File: src/rtl/sccb_target_regfile_if.sv
// Bus and register-file signals of the SCCB target.
// master = bus/regfile side, slave = the target itself.
interface sccb_target_regfile_if;
   logic       scl_in;
   logic       sda_in;
   logic       sda_oe;
   logic       wr_en;
   logic [7:0] wr_addr;
   logic [7:0] wr_data;
   logic [7:0] rd_addr;
   logic [7:0] rd_data;
   logic       busy;

   modport master (
      output scl_in, sda_in, rd_data,
      input  sda_oe, wr_en, wr_addr, wr_data, rd_addr, busy
   );

   modport slave (
      input  scl_in, sda_in, rd_data,
      output sda_oe, wr_en, wr_addr, wr_data, rd_addr, busy
   );
endinterface

File: src/rtl/sccb_target_regfile.sv
// SCCB/I2C target decoding device/sub-address writes and reads
// against an external 8-bit register file.
module sccb_target_regfile #(
   parameter logic [6:0] DEV_ADDR = 7'h21,
   parameter bit         AUTO_INC = 1'b1
) (
   input logic                  clk,
   input logic                  reset,
   sccb_target_regfile_if.slave bus
);

   typedef enum logic [3:0] {
      IDLE,
      DEVADDR,
      SUBADDR,
      WDATA,
      RDATA,
      MACK,
      IGNORE,
      ACK_WAIT,
      ACK_END
   } state_t;

   state_t     state;
   state_t     ret_state;
   logic       scl_s1, scl_s2, scl_d;
   logic       sda_s1, sda_s2, sda_d;
   logic [7:0] shreg;
   logic [2:0] bit_cnt;
   logic       sda_oe_q;
   logic       wr_en_q;
   logic [7:0] wr_addr_q;
   logic [7:0] wr_data_q;
   logic [7:0] rd_addr_q;
   logic       busy_q;

   logic       scl_rise;
   logic       scl_fall;
   logic       start_det;
   logic       stop_det;
   logic [7:0] rx_byte;

   always_comb begin
      scl_rise  = scl_s2 & ~scl_d;
      scl_fall  = ~scl_s2 & scl_d;
      start_det = scl_s2 & scl_d & sda_d & ~sda_s2;
      stop_det  = scl_s2 & scl_d & ~sda_d & sda_s2;
      rx_byte   = {shreg[6:0], sda_s2};
   end

   always_ff @(posedge clk) begin
      if (reset) begin
         scl_s1    <= 1'b1;
         scl_s2    <= 1'b1;
         scl_d     <= 1'b1;
         sda_s1    <= 1'b1;
         sda_s2    <= 1'b1;
         sda_d     <= 1'b1;
         state     <= IDLE;
         ret_state <= IDLE;
         shreg     <= '0;
         bit_cnt   <= '0;
         sda_oe_q  <= 1'b0;
         wr_en_q   <= 1'b0;
         wr_addr_q <= '0;
         wr_data_q <= '0;
         rd_addr_q <= '0;
         busy_q    <= 1'b0;
      end else begin
         scl_s1  <= bus.scl_in;
         scl_s2  <= scl_s1;
         scl_d   <= scl_s2;
         sda_s1  <= bus.sda_in;
         sda_s2  <= sda_s1;
         sda_d   <= sda_s2;
         wr_en_q <= 1'b0;

         // Increment one cycle after the strobe so wr_addr and rd_addr agree during it
         if (wr_en_q && AUTO_INC)
            rd_addr_q <= rd_addr_q + 8'd1;

         if (stop_det) begin
            state    <= IDLE;
            sda_oe_q <= 1'b0;
            busy_q   <= 1'b0;
            bit_cnt  <= '0;
         end else if (start_det) begin
            state    <= DEVADDR;
            sda_oe_q <= 1'b0;
            bit_cnt  <= '0;
         end else begin
            case (state)
               DEVADDR, SUBADDR, WDATA: begin
                  if (scl_rise) begin
                     shreg   <= rx_byte;
                     bit_cnt <= bit_cnt + 3'd1;
                     if (bit_cnt == 3'd7) begin
                        state <= ACK_WAIT;
                        if (state == DEVADDR) begin
                           if (rx_byte[7:1] == DEV_ADDR) begin
                              busy_q    <= 1'b1;
                              ret_state <= rx_byte[0] ? RDATA : SUBADDR;
                           end else begin
                              state <= IGNORE;
                           end
                        end else if (state == SUBADDR) begin
                           rd_addr_q <= rx_byte;
                           ret_state <= WDATA;
                        end else begin
                           wr_en_q   <= 1'b1;
                           wr_addr_q <= rd_addr_q;
                           wr_data_q <= rx_byte;
                           ret_state <= WDATA;
                        end
                     end
                  end
               end

               ACK_WAIT: begin
                  if (scl_fall) begin
                     sda_oe_q <= 1'b1;
                     state    <= ACK_END;
                  end
               end

               // Also entered after a master ACK, with sda_oe already released
               ACK_END: begin
                  if (scl_fall) begin
                     bit_cnt <= '0;
                     state   <= ret_state;
                     if (ret_state == RDATA) begin
                        shreg    <= bus.rd_data;
                        sda_oe_q <= ~bus.rd_data[7];
                     end else begin
                        sda_oe_q <= 1'b0;
                     end
                  end
               end

               RDATA: begin
                  if (scl_fall) begin
                     if (bit_cnt == 3'd7) begin
                        sda_oe_q <= 1'b0;
                        bit_cnt  <= '0;
                        state    <= MACK;
                     end else begin
                        shreg    <= {shreg[6:0], 1'b0};
                        sda_oe_q <= ~shreg[6];
                        bit_cnt  <= bit_cnt + 3'd1;
                     end
                  end
               end

               MACK: begin
                  if (scl_rise) begin
                     if (!sda_s2) begin
                        if (AUTO_INC)
                           rd_addr_q <= rd_addr_q + 8'd1;
                        ret_state <= RDATA;
                        state     <= ACK_END;
                     end else begin
                        state <= IGNORE;
                     end
                  end
               end

               default: ;
            endcase
         end
      end
   end

   assign bus.sda_oe  = sda_oe_q;
   assign bus.wr_en   = wr_en_q;
   assign bus.wr_addr = wr_addr_q;
   assign bus.wr_data = wr_data_q;
   assign bus.rd_addr = rd_addr_q;
   assign bus.busy    = busy_q;

endmodule

File: src/flat_wrapper.sv
// flat-port wrapper written by rule: the top's interface ports become plain ports
module sccb_target_regfile_flat 
#(
   parameter logic [6:0] DEV_ADDR = 7'h21,
   parameter bit         AUTO_INC = 1'b1
)
  (clk, reset, bus_scl_in, bus_sda_in, bus_rd_data, bus_sda_oe, bus_wr_en, bus_wr_addr, bus_wr_data, bus_rd_addr, bus_busy);
  sccb_target_regfile_if bus_i ();
  input logic clk;
  input logic reset;
  input wire logic [$bits(bus_i.scl_in)-1:0] bus_scl_in;
  input wire logic [$bits(bus_i.sda_in)-1:0] bus_sda_in;
  input wire logic [$bits(bus_i.rd_data)-1:0] bus_rd_data;
  output wire logic [$bits(bus_i.sda_oe)-1:0] bus_sda_oe;
  output wire logic [$bits(bus_i.wr_en)-1:0] bus_wr_en;
  output wire logic [$bits(bus_i.wr_addr)-1:0] bus_wr_addr;
  output wire logic [$bits(bus_i.wr_data)-1:0] bus_wr_data;
  output wire logic [$bits(bus_i.rd_addr)-1:0] bus_rd_addr;
  output wire logic [$bits(bus_i.busy)-1:0] bus_busy;
  assign bus_i.scl_in = bus_scl_in;
  assign bus_i.sda_in = bus_sda_in;
  assign bus_i.rd_data = bus_rd_data;
  assign bus_sda_oe = bus_i.sda_oe;
  assign bus_wr_en = bus_i.wr_en;
  assign bus_wr_addr = bus_i.wr_addr;
  assign bus_wr_data = bus_i.wr_data;
  assign bus_rd_addr = bus_i.rd_addr;
  assign bus_busy = bus_i.busy;
  sccb_target_regfile #(.DEV_ADDR(DEV_ADDR), .AUTO_INC(AUTO_INC)) u_core (.clk(clk), .reset(reset), .bus(bus_i));
endmodule
File: config.mk
export PLATFORM = sky130hd
export DESIGN_NAME = sccb_target_regfile_flat
export DESIGN_NICKNAME = d
export VERILOG_FILES = /design/src/rtl/sccb_target_regfile_if.sv /design/src/rtl/sccb_target_regfile.sv /design/src/flat_wrapper.sv
export SDC_FILE = /design/constraint.sdc
export NUM_CORES = 1
export LEC_CHECK = 0
export ABC_AREA = 0
export CAP_MARGIN = 5
export CORE_MARGIN = 5
export CORE_UTILIZATION = 53
export DETAILED_ROUTE_END_ITERATION = 12
export PLACE_DENSITY = 0.9
export SLEW_MARGIN = 20
export SYNTH_ARGS = -nofsm -noshare
export SYNTH_HDL_FRONTEND = slang
export SYNTH_SLANG_ARGS = --single-unit
File: constraint.sdc
create_clock -name clk -period 2.8 [get_ports clk]
set_input_delay 0.56 -clock clk [delete_from_list [all_inputs] [get_ports clk]]
set_output_delay 0.56 -clock clk [all_outputs]
set_load 0.01 [all_outputs]
==> metrics.md <==
| Metric | Value |
|---|---|
| Clock transition at path regs | `roughly 100 ps` |
| Max-slew violations | `0` |
| Final ANT Viol Nets | `0` |
| Mean Syn Cell Area | `slightly below 9 um^2` |
| Hold Path Class | `reg -> reg` |
| Final clock skew | `around 9.7 ps` |
| Routability cong. | `0.912` |
| Starting Density | `0.541` |
| Max-slew headroom | `0.377` |
| EDFF count, synth | `0` |
| Clock sinks | `50` |
| Synth Area in XOR/XNOR | `0.0518` |
| Share of layout cells above drive strength 1 | `0.0844` |
| Largest net degree at the start of global routing | `25` |
| Hold path depth | `1` |
| Routed len/inst | `roughly 17 um` |
| Syn_nets | `303` |
| Nets | `about 330` |
| Post-synth top flop | `dfxtp_1` |
| Skew-Pair Late Insertion Delay | `approximately 310 ps` |
| All-Layer GR Usage | `0.210` |
| Leakage | `1.25 nW` |
| Sequential Area | `approximately 0.001 mm^2` |
| Post-layout util | `0.647` |
| Max Buffers Root-to-Sink | `2` |
| Vias/cell | `slightly above 6` |
| Initial antenna violation count | `0` |
| Core area | `around 0.0047 mm^2` |
| Max Cap Violations | `0` |
| Largest family of logic cells by synthesized area | `simple AND/OR/NAND/NOR gates` |
| Worst IR drop on VDD | `around 350 uV` |
| CTS Root Cell | `clkbuf_8` |
| Hold Slack | `between 400 and 500 ps` |
| Setup ws final | `between 200 and 300 ps` |
| CTS tree | `built` |
| Final critical-path share of the clock period | `0.895` |
| Die ar. | `roughly 0.0063 mm^2` |
| Synth cell types | `50` |
| Yosys reg bits | `50` |
| Worst path arrival time | `2710 ps` |
| Critical-path maximum fanout | `17` |
| Chip width | `between 70 and 80 um` |
| Compound-Gate Fraction of Synth Area | `0.153` |
| Metal3 WL | `about 460 um` |
| Post-CTS Setup Inserts | `0` |
| DP Wirelength | `4.54 mm` |
| Final std cells w/o fill | `roughly 370` |
| Uppermost layer routed | `met4` |
| Final WL | `approximately 6.3 mm` |
| Cells after Synth | `288` |
| Most frequent cells in the layout | `50 x dfxtp_1, 43 x nor2_1, 38 x clkdlybuf4s50_1` |
| Setup TNS | `0 ps` |
| Met2 routed WL | `between 3 and 4 mm` |
| Mux cell area share after synthesis | `0.138` |
| DRC violations left | `0` |
| RSZ-0062 raised after global routing | `false` |
| # diodes | `0` |
| Status | `complete, no violations` |
| Placed cells | `about 370` |
| Design area | `about 0.0030 mm^2` |
| Endpoints failing setup | `0` |
| R2R cell count | `7` |
| Num ports | `39` |
| Via Count | `about 2,300` |
| Crit Path Class | `reg -> reg` |
| GR Overflow Total | `0` |
| Slew @ Worst Pin | `935 ps` |
| Synth Cell Area | `roughly 0.0025 mm^2` |
| Power Dens Cells | `549 mW/mm^2` |
| Fillers | `between 300 and 400` |
| Initial drt markers | `289` |
| Placed inst area | `0.00294 mm^2` |
| Die height | `between 70 and 80 um` |
| Htree depth | `2` |
| Fmax | `around 400 MHz` |
| CP startpoint kind | `flop` |
| Tot Pwr | `between 1.5 and 2 mW` |
| First-pass DRT Iterations | `5` |
| Final hold violation count | `0` |
| Global-route wire length before repair | `about 10 mm` |
| Asr flop ratio synth | `0` |
| Adder-cell share of the synthesized area | `0.0148` |
| Sequential area share after synthesis | `0.394` |
| Simple-gate share of the synthesized area | `0.206` |
| Yosys warning count | `0` |
| # hold bufs at CTS | `0` |
| CTS resizes | `0` |
| WL met1 | `about 2.6 mm` |
| Most common cell after layout, fill and taps aside | `dfxtp_1` |
| Port buffer count | `38` |
| Multi-input gate area | `between 0.001 and 0.0015 mm^2` |
| CTS Buf Count | `5` |
| Req. time, crit path | `roughly 3000 ps` |
| P&R area growth vs syn | `19.6%` |
| # rows | `25` |
| Number of global-route vias before repair | `roughly 2,200` |
| Dpl ws | `approximately 310 ps` |
| Setup crit end kind | `flop` |
| Post-layout min period | `roughly 2500 ps` |
==> power by group <==
group,switching (mW),internal [mW]
combinational,0.218,0.183
clock,0.261,0.186
sequential,0.0765,0.742
total,0.556,1.11
==> worst paths after layout <==
path	startpoint	to	slack, ps
setup / recovery	u_core.bit_cnt[0]	u_core.bus.wr_data[4]	290
hold / removal	u_core.sda_s1	u_core.sda_s2	420
setup reg to reg	u_core.bit_cnt[0]	u_core.bus.wr_data[4]	290
hold reg to reg	u_core.sda_s1	u_core.sda_s2	420
==> state kept, by name (all words and copies together), names as in the netlist, 3 cells and up <==
signal and flops:
u_core.bit_cnt 3, u_core.bus.rd_addr 8, u_core.bus.wr_addr 8, u_core.bus.wr_data 8, u_core.ret_state 3, u_core.shreg 7, u_core.state 4
==> synthesized netlist by cell type, types with 4 or more instances <==
library cell | n | share of area
a21oi_1 | 7 | 0.014
a221oi_1 | 4 | 0.014
a22oi_1 | 4 | 0.012
buf_2 | 8 | 0.016
clkbuf_1 | 10 | 0.015
dfxtp_1 | 50 | 0.39
inv_1 | 8 | 0.012
mux2_2 | 7 | 0.031
mux2i_1 | 27 | 0.11
nand2_1 | 16 | 0.024
nand2b_1 | 9 | 0.022
nand3_1 | 6 | 0.012
nand4_1 | 4 | 0.0099
nor2_1 | 43 | 0.064
nor3_1 | 4 | 0.0079
o21ai_0 | 9 | 0.018
or2_2 | 6 | 0.015
xnor2_1 | 7 | 0.024
xor2_1 | 8 | 0.028
==> cell families after synthesis <==
kind of cell	count (synthesis)
XOR/XNOR	15
AND/OR/NAND/NOR	106
multiplexers	34
flip-flops	50
AO/OA/AOI/OAI	54
adder cells (fa/ha/maj)	3
buffers and inverters	26
==> area by class of cell <==
cell class | instances | share of cell area
multi-input combinational | 212 | 0.471
timing repair buffer | 42 | 0.135
tap | 54 | 0.0223
clock buffer | 5 | 0.0227
inverter | 8 | 0.00989
clock inverter | 3 | 0.00948
sequential | 50 | 0.330
==> critical path: stages (launching register included) <==
cell	delay (ps)
dfxtp_1	370
ha_1	160
ha_1	250
inv_1	90
or4_1	560
or2_1	580
mux2i_1	320
nor2_1	60
==> layer usage <==
layer / vias to the layer above / GRT usage
li1: 1089 / -
met1: 1078 / 0.258
met5: - / 0
met3: 18 / 0.0431
met4: 0 / 0.110
met2: 120 / 0.343
Power figures use the tool's default switching activity.
